File: src/rtl/timer_pkg.sv
// Shared definitions for the memory-mapped timer: register offsets, CTRL bit
// positions and the bus responder state encoding.
package timer_pkg;

   localparam logic [15:0] TIMER_CTRL     = 16'd0;
   localparam logic [15:0] TIMER_PRESCALE = 16'd1;
   localparam logic [15:0] TIMER_COUNT    = 16'd2;
   localparam logic [15:0] TIMER_COMPARE  = 16'd3;
   localparam logic [15:0] TIMER_STATUS   = 16'd4;

   localparam int CTRL_RUN         = 0;
   localparam int CTRL_AUTO_RELOAD = 1;
   localparam int CTRL_IRQ_EN      = 2;

   typedef enum logic {
      IDLE,
      RESP
   } bus_state_e;

endpackage

File: src/rtl/memory_bus.sv
// Simple request/acknowledge memory bus: the master holds enable until it sees
// data_ready; the responder returns read data on data_out.
interface memory_bus;

   logic [15:0] address;
   logic [15:0] data_in;
   logic        write_enable;
   logic        enable;
   logic        data_ready;
   logic [15:0] data_out;

   modport master (
      output address, data_in, write_enable, enable,
      input  data_ready, data_out
   );

   modport slave (
      input  address, data_in, write_enable, enable,
      output data_ready, data_out
   );

endinterface

File: src/rtl/timer_prescaler.sv
// Divides the clock by (prescale + 1) while running; tick is high for the
// single cycle in which the divider wraps.
module timer_prescaler (
   input  logic        clock,
   input  logic        reset,
   input  logic        run,
   input  logic [15:0] prescale,
   input  logic        clear,
   output logic        tick
);

   logic [15:0] count_q;

   assign tick = run && (count_q == prescale);

   // NOTE: sequential state uses <= so every register samples pre-edge values.
   always_ff @(posedge clock) begin
      if (reset || !run || clear) begin
         count_q <= '0;
      end else if (tick) begin
         count_q <= '0;
      end else begin
         count_q <= count_q + 16'd1;
      end
   end

endmodule

File: src/rtl/timer_peripheral.sv
// Memory-mapped prescaled 16-bit timer with compare match, sticky status flag
// and level interrupt; responds on memory_bus with a two-cycle access.
module timer_peripheral
   import timer_pkg::*;
#(
   parameter logic [15:0] RESET_PRESCALE = 16'h0000,
   parameter logic [15:0] RESET_COMPARE  = 16'hFFFF
) (
   input  logic      clock,
   input  logic      reset,
   memory_bus.slave  bus,
   output logic      irq
);

   bus_state_e  state_q, state_d;
   logic        access;
   logic        wr, rd;
   logic [2:0]  ctrl_q;
   logic [15:0] prescale_q, count_q, compare_q;
   logic        match_q;
   logic [15:0] data_out_q;
   logic [15:0] rdata;
   logic        tick, count_wr, set_match, prescale_clear;

   always_ff @(posedge clock) begin
      if (reset) state_q <= IDLE;
      else       state_q <= state_d;
   end

   // NOTE: defaults first so no path through the case leaves a latch behind.
   always_comb begin
      state_d = state_q;
      access  = 1'b0;
      case (state_q)
         IDLE: if (bus.enable) begin
            access  = 1'b1;
            state_d = RESP;
         end
         RESP: state_d = IDLE;
         default: state_d = IDLE;
      endcase
   end

   assign wr             = access && bus.write_enable;
   assign rd             = access && !bus.write_enable;
   assign count_wr       = wr && (bus.address == TIMER_COUNT);
   assign prescale_clear = wr && ((bus.address == TIMER_CTRL) || (bus.address == TIMER_PRESCALE));
   // A bus load of COUNT takes priority over the tick, so no match that cycle.
   assign set_match      = tick && !count_wr && (count_q == compare_q);

   assign bus.data_ready = (state_q == RESP);
   assign bus.data_out   = data_out_q;

   always_comb begin
      rdata = '0;
      case (bus.address)
         TIMER_CTRL:     rdata = {13'd0, ctrl_q};
         TIMER_PRESCALE: rdata = prescale_q;
         TIMER_COUNT:    rdata = count_q;
         TIMER_COMPARE:  rdata = compare_q;
         TIMER_STATUS:   rdata = {15'd0, match_q};
         default:        rdata = '0;
      endcase
   end

   timer_prescaler u_prescaler (
      .clock    (clock),
      .reset    (reset),
      .run      (ctrl_q[CTRL_RUN]),
      .prescale (prescale_q),
      .clear    (prescale_clear),
      .tick     (tick)
   );

   always_ff @(posedge clock) begin
      if (reset) begin
         ctrl_q     <= '0;
         prescale_q <= RESET_PRESCALE;
         count_q    <= '0;
         compare_q  <= RESET_COMPARE;
         match_q    <= 1'b0;
         irq        <= 1'b0;
         data_out_q <= '0;
      end else begin
         if (wr && (bus.address == TIMER_CTRL))     ctrl_q     <= bus.data_in[2:0];
         if (wr && (bus.address == TIMER_PRESCALE)) prescale_q <= bus.data_in;
         if (wr && (bus.address == TIMER_COMPARE))  compare_q  <= bus.data_in;

         if (count_wr) begin
            count_q <= bus.data_in;
         end else if (tick) begin
            count_q <= (set_match && ctrl_q[CTRL_AUTO_RELOAD]) ? 16'd0 : count_q + 16'd1;
         end

         // A new match beats a same-cycle write-1-to-clear.
         if (set_match) begin
            match_q <= 1'b1;
         end else if (wr && (bus.address == TIMER_STATUS) && bus.data_in[0]) begin
            match_q <= 1'b0;
         end

         irq <= match_q && ctrl_q[CTRL_IRQ_EN];

         if (rd) data_out_q <= rdata;
      end
   end

endmodule

File: src/flat_wrapper.sv
// flat-port wrapper written by rule: the top's interface ports become plain ports
module timer_peripheral_flat import timer_pkg::*;
#(
   parameter logic [15:0] RESET_PRESCALE = 16'h0000,
   parameter logic [15:0] RESET_COMPARE  = 16'hFFFF
)
  (clock, reset, irq, bus_address, bus_data_in, bus_write_enable, bus_enable, bus_data_ready, bus_data_out);
  memory_bus bus_i ();
  input  logic clock;
  input  logic reset;
  output logic irq;
  input wire logic [$bits(bus_i.address)-1:0] bus_address;
  input wire logic [$bits(bus_i.data_in)-1:0] bus_data_in;
  input wire logic [$bits(bus_i.write_enable)-1:0] bus_write_enable;
  input wire logic [$bits(bus_i.enable)-1:0] bus_enable;
  output wire logic [$bits(bus_i.data_ready)-1:0] bus_data_ready;
  output wire logic [$bits(bus_i.data_out)-1:0] bus_data_out;
  assign bus_i.address = bus_address;
  assign bus_i.data_in = bus_data_in;
  assign bus_i.write_enable = bus_write_enable;
  assign bus_i.enable = bus_enable;
  assign bus_data_ready = bus_i.data_ready;
  assign bus_data_out = bus_i.data_out;
  timer_peripheral #(.RESET_PRESCALE(RESET_PRESCALE), .RESET_COMPARE(RESET_COMPARE)) u_core (.clock(clock), .reset(reset), .bus(bus_i), .irq(irq));
endmodule
File: config.mk
export PLATFORM = sky130hd
export DESIGN_NAME = timer_peripheral_flat
export DESIGN_NICKNAME = d
export VERILOG_FILES = /design/src/rtl/timer_pkg.sv /design/src/rtl/memory_bus.sv /design/src/rtl/timer_prescaler.sv /design/src/rtl/timer_peripheral.sv /design/src/flat_wrapper.sv
export SDC_FILE = /design/constraint.sdc
export NUM_CORES = 1
export LEC_CHECK = 0
export CORE_UTILIZATION = 47
export CTS_BUF_LIST = sky130_fd_sc_hd__clkbuf_2
export DETAILED_ROUTE_END_ITERATION = 10
export PLACE_DENSITY = 0.69
export SYNTH_ARGS = -nofsm -noshare
export SYNTH_HDL_FRONTEND = slang
export SYNTH_SLANG_ARGS = --single-unit
export TNS_END_PERCENT = 1
File: constraint.sdc
create_clock -name clock -period 2.2 [get_ports clock]
set_clock_uncertainty 0.1 [all_clocks]
set_input_delay 0.44 -clock clock [delete_from_list [all_inputs] [get_ports clock]]
set_output_delay 0.44 -clock clock [all_outputs]
set_load 0.02 [all_outputs]
# ---- Yosys cells after proc, flatten, opt, wreduce, memory -nomap -nowiden
# Index checks and enable logic that the tools add are counted.
dict set report classes {
  n_addsub 2
  n_eq_ne 6
  muxes 9
  bitwise_logic 1
  n_reduce_logical 24
}
# cell n
set op_table {}
lappend op_table {{16-bit one-hot mux with 5 select lines} 1}
lappend op_table {{16-bit 2-to-1 mux} 3}
lappend op_table {{16-bit by 1-bit adder with 16-bit output, second input constant} 2}
lappend op_table {{16-bit == test} 2}
lappend op_table {{16-bit by 2-bit == test with 1-bit output, second input constant} 2}
lappend op_table {{16-bit by 1-bit == test with 1-bit output, second input constant} 1}
lappend op_table {{16-bit by 3-bit == test with 1-bit output, second input constant} 1}
lappend op_table {{16-bit logical NOT} 1}
lappend op_table {{1-bit logical AND} 14}
lappend op_table {{1-bit 2-to-1 mux} 4}
lappend op_table {{2-bit nonzero test} 2}
lappend op_table {{1-bit logical NOT} 3}
lappend op_table {{1-bit logical OR} 3}
lappend op_table {{1-bit one-hot mux with 2 select lines} 1}
lappend op_table {{2-bit OR reduction} 1}
lappend op_table {{1-bit inverter} 1}
dict set report word_totals {
  regBits 86
  in_bits 36
  out_inout_bits 18
  elab_cells 51
}

# ---- Logic depth before layout (Yosys ltp)
dict set report depth {
  ltp_word 11
  mapped_depth 8
  depth_no_buf 7
}

# ---- Modules after synthesis
# From an unflattened synthesis, not the netlist that was laid out.
dict set report hier_totals {
  cells_unflattened 483
  hier_area_um2 4500.6
}
# module instances cells_each area_each_um2 seq_area_each_um2
set modules_own_cells {}
lappend modules_own_cells {timer_peripheral 1 382 3574.7 1401.3}
lappend modules_own_cells {timer_prescaler 1 101 925.9 320.3}

# ---- Worst setup path before layout
# OpenSTA, ideal clock, no wires.
dict set report synth_path {
  kind {input port to flip-flop}
  from {input port bus_address[13]}
  to {register u_core.count_q[8]}
  setup_ps 74
  arrival_time_ps 1833
  required_time_ps 2026
  setup_slack_ps 193
  path_stages 6
  n_path_buf 0
  path_cell_list {nor4_2 -> nand4_2 -> or2_1 -> and3_1 -> or3_1 -> a31oi_1}
}
dict set report synth_via {
  elab_chain_cells 9
  elab_cells_between_ends 10
  classes_between {eq/ne (1); mux (3); reduce/logical (6)}
}
# item line
set synth_rtl {}
lappend synth_rtl {{start, declared} flat_wrapper.sv:12} ;# input wire logic [$bits(bus_i.address)-1:0] bus_address;
lappend synth_rtl {{16-bit by 2-bit == test with 1-bit output (*)} timer_peripheral.sv:46} ;# assign count_wr = wr && (bus.address == TIMER_COUNT);
lappend synth_rtl {{1-bit logical AND (*)} timer_peripheral.sv:46}
lappend synth_rtl {{1-bit logical NOT} timer_peripheral.sv:49} ;# assign set_match = tick && !count_wr && (count_q == compare_q);
lappend synth_rtl {{1-bit logical AND (2 in a row)} timer_peripheral.sv:49}
lappend synth_rtl {{1-bit logical AND} timer_peripheral.sv:92} ;# count_q <= (set_match && ctrl_q[CTRL_AUTO_RELOAD]) ? 16'd0 : count_q + 16'd1;
lappend synth_rtl {{16-bit 2-to-1 mux} timer_peripheral.sv:92}
lappend synth_rtl {{16-bit 2-to-1 mux} timer_peripheral.sv:91} ;# end else if (tick) begin
lappend synth_rtl {{16-bit 2-to-1 mux} timer_peripheral.sv:89} ;# if (count_wr) begin
lappend synth_rtl {{end signal, assigned} timer_peripheral.sv:90} ;# count_q <= bus.data_in;
lappend synth_rtl {{end signal, assigned} timer_peripheral.sv:92}
lappend synth_rtl {{end, declared} timer_peripheral.sv:19} ;# logic [15:0] prescale_q, count_q, compare_q;
# Every way passes the cells marked *; elsewhere a longest branch is shown, timed or not. The select of a mux whose other input is x is not followed.
# A chain may end at the register's enable or synchronous reset.

# ---- Worst setup path after layout
dict set report layout_path {
  from {register u_core.data_out_q[0] (netlist: u_core.bus.data_out[0])}
  to {output port bus_data_out[0]}
}
# item line
set layout_rtl {}
lappend layout_rtl {{start, declared} timer_peripheral.sv:21} ;# logic [15:0] data_out_q;
lappend layout_rtl {{start signal, assigned} timer_peripheral.sv:104} ;# if (rd) data_out_q <= rdata;
lappend layout_rtl {{end, declared} flat_wrapper.sv:17} ;# output wire logic [$bits(bus_i.data_out)-1:0] bus_data_out;
# No word-level cell between the ends.

==> results.md <==
* Starting Density at 0.483
* Dpl cells at 749
* I/O pin cnt at 54
* CTS tree: built
* Clock root buffer master: sky130_fd_sc_hd__clkbuf_2
* Critical-path cell list: clkdlybuf4s50_1
* Period Utilization, post-route at 0.969
* Crit start category: register
* Die width at 99.5 um
* Final wirelength at 13300 um
* Routed wire length per instance at 17.3 um
* Mapped Avg Cell Area at 8.22 um^2
* Number of antenna violations at the first check in global routing at 0
* Post-CTS setup repair buffer count at 0
* Headroom to the max-slew limit at 0.622
* Count of yosys warnings during synthesis at 0
* Endpoint class of the critical path: output pin
* Share of synthesized flip-flops with an asynchronous set or reset at 0
* First-pass detailed-route iteration total at 5
* Diode insertion count for antenna repair at 0
* Share of cells above drive strength 1 at 0.175
* Mean number of vias per cell at 5.73
* Netlist area before placement at 4460 um^2
* Post-synth top cells: 86 x sky130_fd_sc_hd__dfxtp_1, 86 x sky130_fd_sc_hd__nand2_1, 54 x sky130_fd_sc_hd__nor2_1, 39 x sky130_fd_sc_hd__xnor2_1, 34 x sky130_fd_sc_hd__a21oi_1
* Unrepaired setup endpoints after global routing: yes
* Post-layout minimum cycle time at 2.13 ns
* Crit-path max FO at 2
* Number of nets in the synthesized netlist at 581
* Final core utilization at 0.608
* Sum of overflow across all layers after global routing at 0
* Worst IR drop on VDD at 0.207 mV
* Crit path buffers/inverters at 1
* Post-DP HPWL at 10200 um
* Clock-pin slew reported for the worst setup and hold paths after clock tree synthesis at 0.27 ns
* IO Port Bufs at 53
* Critical path data arrival time at 1.59 ns
* Worst hold margin at 0.158 ns
* First-pass GRT wire length at 20800 um
* Leading area contributor after synthesis: sky130_fd_sc_hd__dfxtp_1
* CP Class: reg -> out
* CP delay by family, top: buffers and inverters
* Biggest area contributors in the synthesized netlist: sky130_fd_sc_hd__dfxtp_1 39%, sky130_fd_sc_hd__xnor2_1 7.7%, sky130_fd_sc_hd__nand2_1 7.2%
* Power per unit of standard cell area at 466 nW/um^2
* Count of endpoints failing hold in the final timing report at 0
* Setup slack after layout at 0.0678 ns
* Actual transition at the worst max-transition pin at 0.562 ns
* Number of rows in the core area at 35
* Static leakage at 2.11 nW
* Number of max-cap violations at 0
* Slowest cell delay on critical path at 0.63 ns
* Clock latency on the worst-skew pair at 0.57 ns
* Max Clock Freq at 469 MHz
* Clock Tree Buf Depth at 2
* Global routing usage summed across all routing layers at 0.275
* Floorplan core area at 9240 um^2
* Cell count after synthesis at 543
* # DRC at 0
* Slowest CP cell: sky130_fd_sc_hd__clkdlybuf4s50_1
* Number of H-tree branching levels at 3
* Total of fill cells in the finished design at 812
* First-iteration detailed-routing DRC count at 365
* Unique cell type count in the Yosys netlist at 47
* Setup-failing EPs final at 0
* Final-stage net count at 669
* Die outline area at 9890 um^2
* Sink count of the clock tree at 86
* Clock buffers created by TritonCTS at 9
* Slew Viols, Final at 0
* Number of storage elements in the synthesis netlist at 86
* Weighted congestion at the end of routability-driven global placement at 0.926
* Maximum number of pins on one net before global-route repair at 27
* Share of Yosys cell area claimed by the top area cell type at 0.386
* Fraction of the yosys area taken by sequential cells at 0.386
* Die outline height at 99.5 um
* Post-Place Worst Slack at -0.408 ns
* Run status: finished clean
* Top_reg_cell synth: sky130_fd_sc_hd__dfxtp_1
* Required time of the critical path at 1.66 ns
* Antenna violation net count after detailed routing at 0
* Number of flops mapped to enable cells by yosys at 0
* Class of the tightest hold or removal check: in -> reg
* Area overhead of the layout relative to synthesis at 25.9%
* Number of global-route vias before repair at 4050
* Number of vias after detailed routing at 4382
* Final Instance Count excl. Fillers at 765
[sequential cells by signal, indices dropped and copies added (netlist names)]
name                        cells
u_core.bus.data_out            16
u_core.compare_q               16
u_core.count_q                 16
u_core.prescale_q              16
u_core.u_prescaler.count_q     16
u_core.ctrl_q                   3
u_core.bus.data_ready           1
u_core.irq                      1
u_core.match_q                  1
[cells in the final DEF, fill, tap and decap left out, drive strengths merged, types with 3 or more instances in the layout]
cell	n
nand2b	4
a31oi	8
mux4	3
and4	3
nand3b	17
buf	63
nand3	29
a22o	13
mux2i	3
and3	9
clkinv	3
nand2	86
clkbuf	9
clkdlybuf4s50	48
nor3b	3
mux2	13
o21ai	13
xnor2	39
dlymetal6s2s	4
dfxtp	86
nand4	15
a22oi	16
nor4	3
a32oi	6
or3	3
nor3	11
nor2b	4
xor2	11
inv	7
nor2	54
a21oi	34
[layout make-up]
type,count,area (um^2),area share
Clock buffer,9,45.0,0.00802
Clock inverter,7,53.8,0.00957
Inverter,4,15.0,0.00267
Multi-Input combinational cell,415,2570,0.458
Sequential cell,86,1730,0.308
Tap cell,129,161,0.0287
Timing Repair Buffer,115,1040,0.185
[metal layers]
metal | up-vias | wire length (um) | GRT usage
li1 | 2088 | - | -
met1 | 2024 | 5600 | 0.346
met2 | 227 | 5980 | 0.444
met3 | 43 | 1010 | 0.0415
met4 | 0 | 656 | 0.171
met5 | - | 0 | 0
[through the flow]
| stage | area, um^2 | setup TNS (ns) | total power [mW] |
|---|---|---|---|
| finish | 5620 | 0 | 2.62 |
| global route | 5620 | -0.0612 | 2.72 |
| CTS | 5580 | 0 | 2.62 |
| detailed placement | 5480 | -13.92 | 1.87 |
| global placement | 5480 | -13.28 | 1.87 |
| floorplan | 4460 | 0 | 1.73 |
[repair_timing]
item | in CTS | in global routing
endpoints found under the setup margin | 0 | 20
gates resized for setup | 0 | 15
hold buffers | 0 | 0
[final timing paths]
| check | cells past startpoint | endpoint | startpoint | slack (ns) |
|---|---|---|---|---|
| worst max-delay path | 1 | bus_data_out[0] | u_core.bus.data_out[0] | 0.07 |
| worst min-delay path | 2 | u_core.bus.data_out[0] | reset | 0.16 |
| worst max register to register | 8 | u_core.count_q[4] | u_core.prescale_q[1] | 0.08 |
| worst min register to register | 2 | u_core.irq | u_core.ctrl_q[2] | 0.34 |
[cell families (layout without fill, tap and decap cells)]
family / count (synthesis) / after routing / share of synthesized area
buffers and inverters: 42 / 135 / 0.0420
AOI/OAI and AO/OA: 97 / 97 / 0.142
muxes: 19 / 19 / 0.0547
and+or+nand+nor: 247 / 247 / 0.272
xor gates and xnor gates: 50 / 50 / 0.0981
adders and majority gates: 2 / 2 / 0.00560
DFF: 86 / 86 / 0.386
[report_power, final]
part           leakage (nW)  internal, mW  switching [mW]
combinational          1.36         0.136           0.128
clock                0.0622         0.162           0.608
sequential            0.694          1.57         0.00873
No activity file was read; power rests on OpenSTA's default activity.
